<file path="config.mk">
export PLATFORM = sky130hd
export DESIGN_NAME = key_recorder_flat
export DESIGN_NICKNAME = d
export VERILOG_FILES = /design/src/rtl/key_recorder_if.sv /design/src/rtl/key_recorder.sv /design/src/flat_wrapper.sv
export SDC_FILE = /design/constraint.sdc
export NUM_CORES = 1
export LEC_CHECK = 0
export BUFFER_PORTS_ARGS = -buffer_cell sky130_fd_sc_hd__buf_2
export CAP_MARGIN = 40
export CORE_MARGIN = 8
export CORE_UTILIZATION = 38
export DETAILED_ROUTE_END_ITERATION = 10
export GPL_TIMING_DRIVEN = 0
export PLACE_DENSITY_LB_ADDON = 0.2
export SLEW_MARGIN = 5
export SYNTH_ARGS = -nofsm -noshare
export SYNTH_HDL_FRONTEND = slang
export SYNTH_SLANG_ARGS = --single-unit
</file>
<file path="constraint.sdc">
create_clock -name clk -period 6.35 [get_ports clk]
set_clock_uncertainty 0.15 [all_clocks]
set_input_delay 0.3175 -clock clk [delete_from_list [all_inputs] [get_ports clk]]
set_output_delay 0.3175 -clock clk [all_outputs]
set_load 0.02 [all_outputs]
</file>
<file path="src/rtl/key_recorder_if.sv">
// Bundle of the key_recorder's data and status signals.
// master = the block driving keys/buttons, slave = key_recorder itself.
interface key_recorder_if #(
  parameter int DEPTH = 64
);
  localparam int CW = $clog2(DEPTH) + 1;

  logic [6:0]    keys;
  logic [1:0]    octave;
  logic          write_on;
  logic          play_start;
  logic [3:0]    note_out;
  logic [1:0]    octave_out;
  logic          playing;
  logic          recording;
  logic [CW-1:0] rec_count;
  logic          full;
  logic          done;

  modport master (
    output keys, octave, write_on, play_start,
    input  note_out, octave_out, playing, recording, rec_count, full, done
  );

  modport slave (
    input  keys, octave, write_on, play_start,
    output note_out, octave_out, playing, recording, rec_count, full, done
  );
endinterface

</file>
<file path="src/rtl/key_recorder.sv">
// key_recorder: records free-play key presses as timed note events
// {note, octave, dur} and replays them as a note/octave stream for the buzzer.
// Optional build macro LOOP_PLAYBACK_EN: replay wraps to entry 0 after the
// last entry (done pulses once per wrap) until play_start or reset.
//
// state | meaning
// IDLE  | outputs 0, waiting for write_on / play_start rising edge
// REC   | live note passed through, events committed to the buffer
// PLAY  | buffer entries replayed, each held for its tick count
module key_recorder #(
  parameter int TICK_DIV = 1_000_000,
  parameter int DEPTH    = 64,
  parameter int DUR_W    = 8
) (
  input  logic          clk,
  input  logic          reset,
  key_recorder_if.slave bus
);
  localparam int AW = $clog2(DEPTH);
  localparam int CW = AW + 1;
  localparam int TW = (TICK_DIV > 1) ? $clog2(TICK_DIV) : 1;
  localparam int EW = 4 + 2 + DUR_W;
  localparam logic [DUR_W-1:0] DUR_MAX    = '1;
  localparam logic [DUR_W-1:0] DUR_PRE    = DUR_MAX - DUR_W'(1);
  localparam logic [TW-1:0]    TICK_LAST  = TW'(TICK_DIV - 1);
  localparam logic [CW-1:0]    COUNT_LAST = CW'(DEPTH - 1);
`ifdef LOOP_PLAYBACK_EN
  localparam bit LOOP_EN = 1'b1;
`else
  localparam bit LOOP_EN = 1'b0;
`endif

  typedef enum logic [1:0] {IDLE, REC, PLAY} state_t;

  state_t           state_q, state_d;
  logic [TW-1:0]    tick_cnt;
  logic             tick;
  logic             write_q, play_q;
  logic             write_rise, write_fall, play_rise;
  logic [3:0]       live_note;
  logic             live_change;
  logic [3:0]       cur_note;
  logic [1:0]       cur_oct;
  logic [DUR_W-1:0] cur_dur;
  logic [CW-1:0]    rec_count;
  logic             full, done;
  logic [3:0]       note_q;
  logic [1:0]       oct_q;
  logic [AW-1:0]    rd_ptr;
  logic [DUR_W-1:0] dur_left;
  logic             load_pend;
  logic [EW-1:0]    mem [DEPTH];
  logic [EW-1:0]    rd_entry;
  logic             wr_en;
  logic [EW-1:0]    wr_data;
  logic             commit_fill;
  logic             play_expire, play_last, play_end;

  // Live note: lowest pressed key wins, no key is a rest.
  always_comb begin
    live_note = 4'd0;
    for (int i = 6; i >= 0; i--)
      if (bus.keys[i]) live_note = 4'(i + 1);
  end

  assign tick        = (tick_cnt == TICK_LAST);
  assign write_rise  = bus.write_on & ~write_q;
  assign write_fall  = ~bus.write_on & write_q;
  assign play_rise   = bus.play_start & ~play_q;
  assign live_change = (live_note != cur_note) || (bus.octave != cur_oct);
  assign rd_entry    = mem[rd_ptr];
  assign play_last   = ({1'b0, rd_ptr} == (rec_count - CW'(1)));
  assign play_expire = (state_q == PLAY) && !load_pend && tick &&
                       (dur_left <= DUR_W'(1));
  assign commit_fill = wr_en && (rec_count == COUNT_LAST);

  // Next state and commit decisions.
  always_comb begin
    state_d  = state_q;
    wr_en    = 1'b0;
    wr_data  = {cur_note, cur_oct, cur_dur};
    play_end = 1'b0;
    case (state_q)
      IDLE: begin
        if (write_rise) state_d = REC;
        else if (play_rise && rec_count != '0) state_d = PLAY;
      end
      REC: begin
        if (write_fall) begin
          wr_en   = (cur_dur != '0);
          state_d = IDLE;
        end else if (live_change) begin
          // a change before the first tick just replaces the event
          wr_en = (cur_dur != '0);
        end else if (tick && cur_dur == DUR_PRE) begin
          wr_en   = 1'b1;
          wr_data = {cur_note, cur_oct, DUR_MAX};
        end
        if (wr_en && rec_count == COUNT_LAST) state_d = IDLE;
      end
      PLAY: begin
        if (play_rise) begin
          state_d = IDLE;
        end else if (play_expire && play_last) begin
          play_end = 1'b1;
          if (!LOOP_EN) state_d = IDLE;
        end
      end
      default: state_d = IDLE;
    endcase
  end

  // State register.
  always_ff @(posedge clk or posedge reset) begin
    if (reset) state_q <= IDLE;
    else       state_q <= state_d;
  end

  // Duration tick prescaler, restarted on every state entry.
  always_ff @(posedge clk or posedge reset) begin
    if (reset)                           tick_cnt <= '0;
    else if (state_d != state_q || tick) tick_cnt <= '0;
    else                                 tick_cnt <= tick_cnt + TW'(1);
  end

  // Event buffer write port; contents survive reset.
  always_ff @(posedge clk) begin
    if (wr_en) mem[rec_count[AW-1:0]] <= wr_data;
  end

  // Recording/replay datapath and registered outputs.
  always_ff @(posedge clk or posedge reset) begin
    if (reset) begin
      write_q   <= 1'b0;
      play_q    <= 1'b0;
      rec_count <= '0;
      full      <= 1'b0;
      done      <= 1'b0;
      note_q    <= '0;
      oct_q     <= '0;
      cur_note  <= '0;
      cur_oct   <= '0;
      cur_dur   <= '0;
      rd_ptr    <= '0;
      dur_left  <= '0;
      load_pend <= 1'b0;
    end else begin
      write_q <= bus.write_on;
      play_q  <= bus.play_start;
      done    <= 1'b0;
      case (state_q)
        IDLE: begin
          note_q <= '0;
          oct_q  <= '0;
          if (state_d == REC) begin
            rec_count <= '0;
            full      <= 1'b0;
            cur_note  <= live_note;
            cur_oct   <= bus.octave;
            cur_dur   <= '0;
          end else if (state_d == PLAY) begin
            rd_ptr    <= '0;
            load_pend <= 1'b1;
          end
        end
        REC: begin
          note_q <= live_note;
          oct_q  <= bus.octave;
          if (wr_en)       rec_count <= rec_count + CW'(1);
          if (commit_fill) full <= 1'b1;
          if (live_change) begin
            cur_note <= live_note;
            cur_oct  <= bus.octave;
            cur_dur  <= '0;
          end else if (tick) begin
            cur_dur <= (cur_dur == DUR_PRE) ? '0 : cur_dur + DUR_W'(1);
          end
          if (state_d == IDLE) begin
            note_q <= '0;
            oct_q  <= '0;
          end
        end
        PLAY: begin
          if (state_d == IDLE) begin
            note_q    <= '0;
            oct_q     <= '0;
            load_pend <= 1'b0;
            done      <= play_end;
          end else if (load_pend) begin
            {note_q, oct_q, dur_left} <= rd_entry;
            load_pend <= 1'b0;
          end else if (play_expire) begin
            load_pend <= 1'b1;
            if (play_last) begin
              rd_ptr <= '0;
              done   <= 1'b1;
            end else begin
              rd_ptr <= rd_ptr + AW'(1);
            end
          end else if (tick) begin
            dur_left <= dur_left - DUR_W'(1);
          end
        end
        default: ;
      endcase
    end
  end

  assign bus.note_out   = note_q;
  assign bus.octave_out = oct_q;
  assign bus.playing    = (state_q == PLAY);
  assign bus.recording  = (state_q == REC);
  assign bus.rec_count  = rec_count;
  assign bus.full       = full;
  assign bus.done       = done;
endmodule

</file>
<file path="src/flat_wrapper.sv">
// flat-port wrapper written by rule: the top's interface ports become plain ports
module key_recorder_flat 
#(
  parameter int TICK_DIV = 1_000_000,
  parameter int DEPTH    = 64,
  parameter int DUR_W    = 8
)
  (clk, reset, bus_keys, bus_octave, bus_write_on, bus_play_start, bus_note_out, bus_octave_out, bus_playing, bus_recording, bus_rec_count, bus_full, bus_done);
  key_recorder_if #(.DEPTH(DEPTH)) bus_i ();
  input  logic clk;
  input  logic reset;
  input wire logic [$bits(bus_i.keys)-1:0] bus_keys;
  input wire logic [$bits(bus_i.octave)-1:0] bus_octave;
  input wire logic [$bits(bus_i.write_on)-1:0] bus_write_on;
  input wire logic [$bits(bus_i.play_start)-1:0] bus_play_start;
  output wire logic [$bits(bus_i.note_out)-1:0] bus_note_out;
  output wire logic [$bits(bus_i.octave_out)-1:0] bus_octave_out;
  output wire logic [$bits(bus_i.playing)-1:0] bus_playing;
  output wire logic [$bits(bus_i.recording)-1:0] bus_recording;
  output wire logic [$bits(bus_i.rec_count)-1:0] bus_rec_count;
  output wire logic [$bits(bus_i.full)-1:0] bus_full;
  output wire logic [$bits(bus_i.done)-1:0] bus_done;
  assign bus_i.keys = bus_keys;
  assign bus_i.octave = bus_octave;
  assign bus_i.write_on = bus_write_on;
  assign bus_i.play_start = bus_play_start;
  assign bus_note_out = bus_i.note_out;
  assign bus_octave_out = bus_i.octave_out;
  assign bus_playing = bus_i.playing;
  assign bus_recording = bus_i.recording;
  assign bus_rec_count = bus_i.rec_count;
  assign bus_full = bus_i.full;
  assign bus_done = bus_i.done;
  key_recorder #(.TICK_DIV(TICK_DIV), .DEPTH(DEPTH), .DUR_W(DUR_W)) u_core (.clk(clk), .reset(reset), .bus(bus_i));
endmodule
</file>
==> reports/metrics.csv <==
metric,value,unit
status,completed,
synth top area cells,"edfxtp_1, mux4_2, dfrtp_1",
Crit path largest cell delay,830,ps
pwr dens,369,nW/um2
WS Path Type,flop to flop,
Yosys top cell area share,69.4,%
I/O pins,30,
CP Data Required Time,6570,ps
unrepaired setup endpoints after global routing,no,
multiplexer share of the synthesized area,17.4,%
DR WL/cell,29.4,um
"area leader, netlist",edfxtp_1,
worst reg2reg path endpoint,u_core.mem[62][4],
Tot Pwr,15800,uW
initial antenna violation count,3,
most frequent cell on the critical path,nor3_1,
largest family of logic cells by synthesized area,multiplexers,
xor/xnor cell area share of the yosys netlist,0.682,%
Post-synth EDFFs,832,
hold_buf cts,6,
hold slack,58.1,ps
post-synthesis simple-gate area fraction,3.93,%
Clock transition at path regs,60,ps
post-synth cell types,71,
final hold violation count,0,
"Design Area, Final",42700,um2
CTS Buffer Depth,3,
post-route ant nets,0,
Syn Area/Cell,20.7,um2
critical path data arrival time,4960,ps
Syn Inst Count,1742,
Hold WC Path Type,input pin to flop,
Ys Warns,0,
GP Congestion,0.856,
Post-synth top flop,edfxtp_1,
Post-synth ARST share,7.35,%
#FFs+latches synth,898,
CTS tree,yes,
post-synthesis adder-cell area fraction,0.487,%
first-pass GRT wire length,140,mm
Total GRT Usage,18.8,%
post-route minimum period,4740,ps
largest net degree at the start of global routing,65,
crit path from,u_core.cur_note[1],
Overflow after GRT,0,
hold path depth,3,
placed cell area,39600,um2
Slew HR,32.4,%
WL final,98.4,mm
cell area after synthesis,36000,um2
"Seq/Total Area, Yosys",74.0,%
H-tree depth,3,
total core area,94400,um2
hold endpoint,u_core.cur_note[2],
Critical-path top delay cell,dfrtp_2,
post-cts sizing count,0,
"Setup violations, final",0,
highest clock rate,211,MHz
Max Slew Vio Count,0,
number of global-route vias before repair,18900,
final worst slack,1610,ps
diode count,0,
pre-CTS setup slack,1540,ps
final period utilization,74.7,%
via count,18800,
maxcap violations,0,
final core occ,45.3,%
Remaining DRCs,0,
Num CTS Buffers,95,
CP Capture Type,flop,
I/O Buffers,27,
Core Rows,113,
leakage,0.0139,uW
Worst setup SP type,flop,
peak supply drop,0.000254,V
R2R setup slack,1610,ps
starting density of the core,38.1,%
Die W,324,um
Post-Syn Nets,1769,
R2R cell count,10,
layout cell share with drive strength beyond 1,31.7,%
Die Y-Extent,324,um
die area,105000,um2
number of fill cells,8084,
post-DR vias/cell,5.63,
hold_sp,bus_keys[2],
Skew-Pair Late Insertion Delay,660,ps
Iter 0 DRT Violations,2310,
Clock Sinks,898,
"Setup Fix Bufs, Post-CTS",0,
Worst Tran Pin Value,1010,ps
Detail Placement HPWL,70.2,mm
Synth-to-Final Area Change,18.8,%
CP Cell Sequence,buf_12 -> nand2b_1 -> o21ai_0 -> a211oi_1 -> nor3_1 -> mux2i_1 -> nor3_1 -> nand3_1 -> nor2_1 -> buf_6,
r2r startpoint,u_core.cur_note[1],
critical path peak fanout,36,
CTS Root Cell,clkbuf_16,
Compound-Gate Fraction of Synth Area,2.27,%
Final Net Count,2022,
1st-pass router iterations,5,
## how the worst max path moves through the flow
| stage | end | slack [ps] |
|---|---|---|
| 2_1_floorplan | u_core.mem[0][0] | 800 |
| 3_5_place_dp | u_core.mem[62][5] | 1540 |
| 4_1_cts | u_core.mem[62][5] | 1540 |
| 5_1_grt | u_core.mem[62][4] | 1150 |
| 3_3_place_gp | u_core.mem[40][0] | -4140 |
| 6_report | u_core.mem[62][4] | 1610 |
## cells in the mapped netlist (all sizes together) (3+ instances only)
master and count:
and3 11, a21o 3, a211oi 4, nand4 7
or3 9, inv 19, a21oi 17, or4 6
xor2 14, mux2i 4, mux4 273, nor2 123
xnor2 14, o41ai 4, buf 34, mux2 5
nand2 42, nand3 27, nor4 12, dfrtp 66
o211ai 4, o21ai 33, o22ai 5, edfxtp 832
nand2b 11, clkbuf 60, ha 14, o31ai 12
or2 4, a31o 3, nor3 14, a22oi 6
and2 8, o2111ai 4, a31oi 3, nor2b 10
## metal layers
metal  vias to the layer above  GRT usage [%]  share of wire, %
met5                         -              0                 0
met1                     10200           26.3                42
li1                       7765              -                 -
met4                         0           5.16               2.7
met2                       737           30.4                48
met3                       156           3.42               6.7
## sequential cells by signal, indices dropped and copies added, names as in the netlist
signal	count
u_core.tick_cnt	20
u_core.rd_ptr	6
u_core.bus.rec_count	7
u_core.play_q	1
u_core.cur_dur	8
u_core.cur_note	3
u_core.bus.octave_out	2
u_core.bus.full	1
u_core.load_pend	1
u_core.state_q	2
u_core.dur_left	8
u_core.mem	832
u_core.bus.note_out	3
u_core.cur_oct	2
u_core.bus.done	1
u_core.write_q	1
## power by group
part,switching [uW],internal (uW)
logic,1960,1290
registers,214,6800
clock network,2340,3180
## kinds of logic (layout without fill, tap and decap cells)
family | after synthesis | count (layout)
compound gates | 114 | 114
xor+xnor | 28 | 28
fa+ha+maj | 14 | 14
buf+inv | 114 | 448
flops | 898 | 898
mux | 282 | 282
other cells | 1 | 1
simple gates | 291 | 291
## layout make-up
cell class | instances | area [um2] | share of cell area, %
repair buffers | 156 | 1910 | 4.47
multi-input cells | 730 | 9040 | 21.2
flip-flops and latches | 898 | 26600 | 62.3
clock buffers | 120 | 2500 | 5.85
inverters | 20 | 77.6 | 0.181
well taps | 1265 | 1580 | 3.70
plain buffers | 94 | 388 | 0.907
clock inverters | 58 | 607 | 1.42
## metrics by stage
step | cells | TNS [ps]
floorplan | 1742 | 0
global placement | 3034 | -488750
detailed placement | 3155 | 0
CTS | 3339 | 0
global route | 3341 | 0
finish | 3341 | 0
## worst max-delay path, delay by kind of cell, from the launching register on
kind / cells / cell delay, ps
compound gates: 2 / 620
simple gates: 5 / 1990
buf+inv: 2 / 510
mux: 1 / 330
flops: 1 / 830
## cells in the final DEF, fill, tap and decap left out, types with 17 or more instances in the layout
master       n
clkbuf_16   95
buf_1       23
mux4_2     273
edfxtp_1   832
clkbuf_1    74
nand2_1     41
clkinv_2    18
buf_2       36
buf_6       41
nor2_2      48
nor2_1      75
inv_1       18
buf_8       61
nand3_1     27
dfrtp_1     61
a21oi_1     17
clkinv_1    22
o21ai_0     30
No activity file was read; power rests on OpenSTA's default activity.
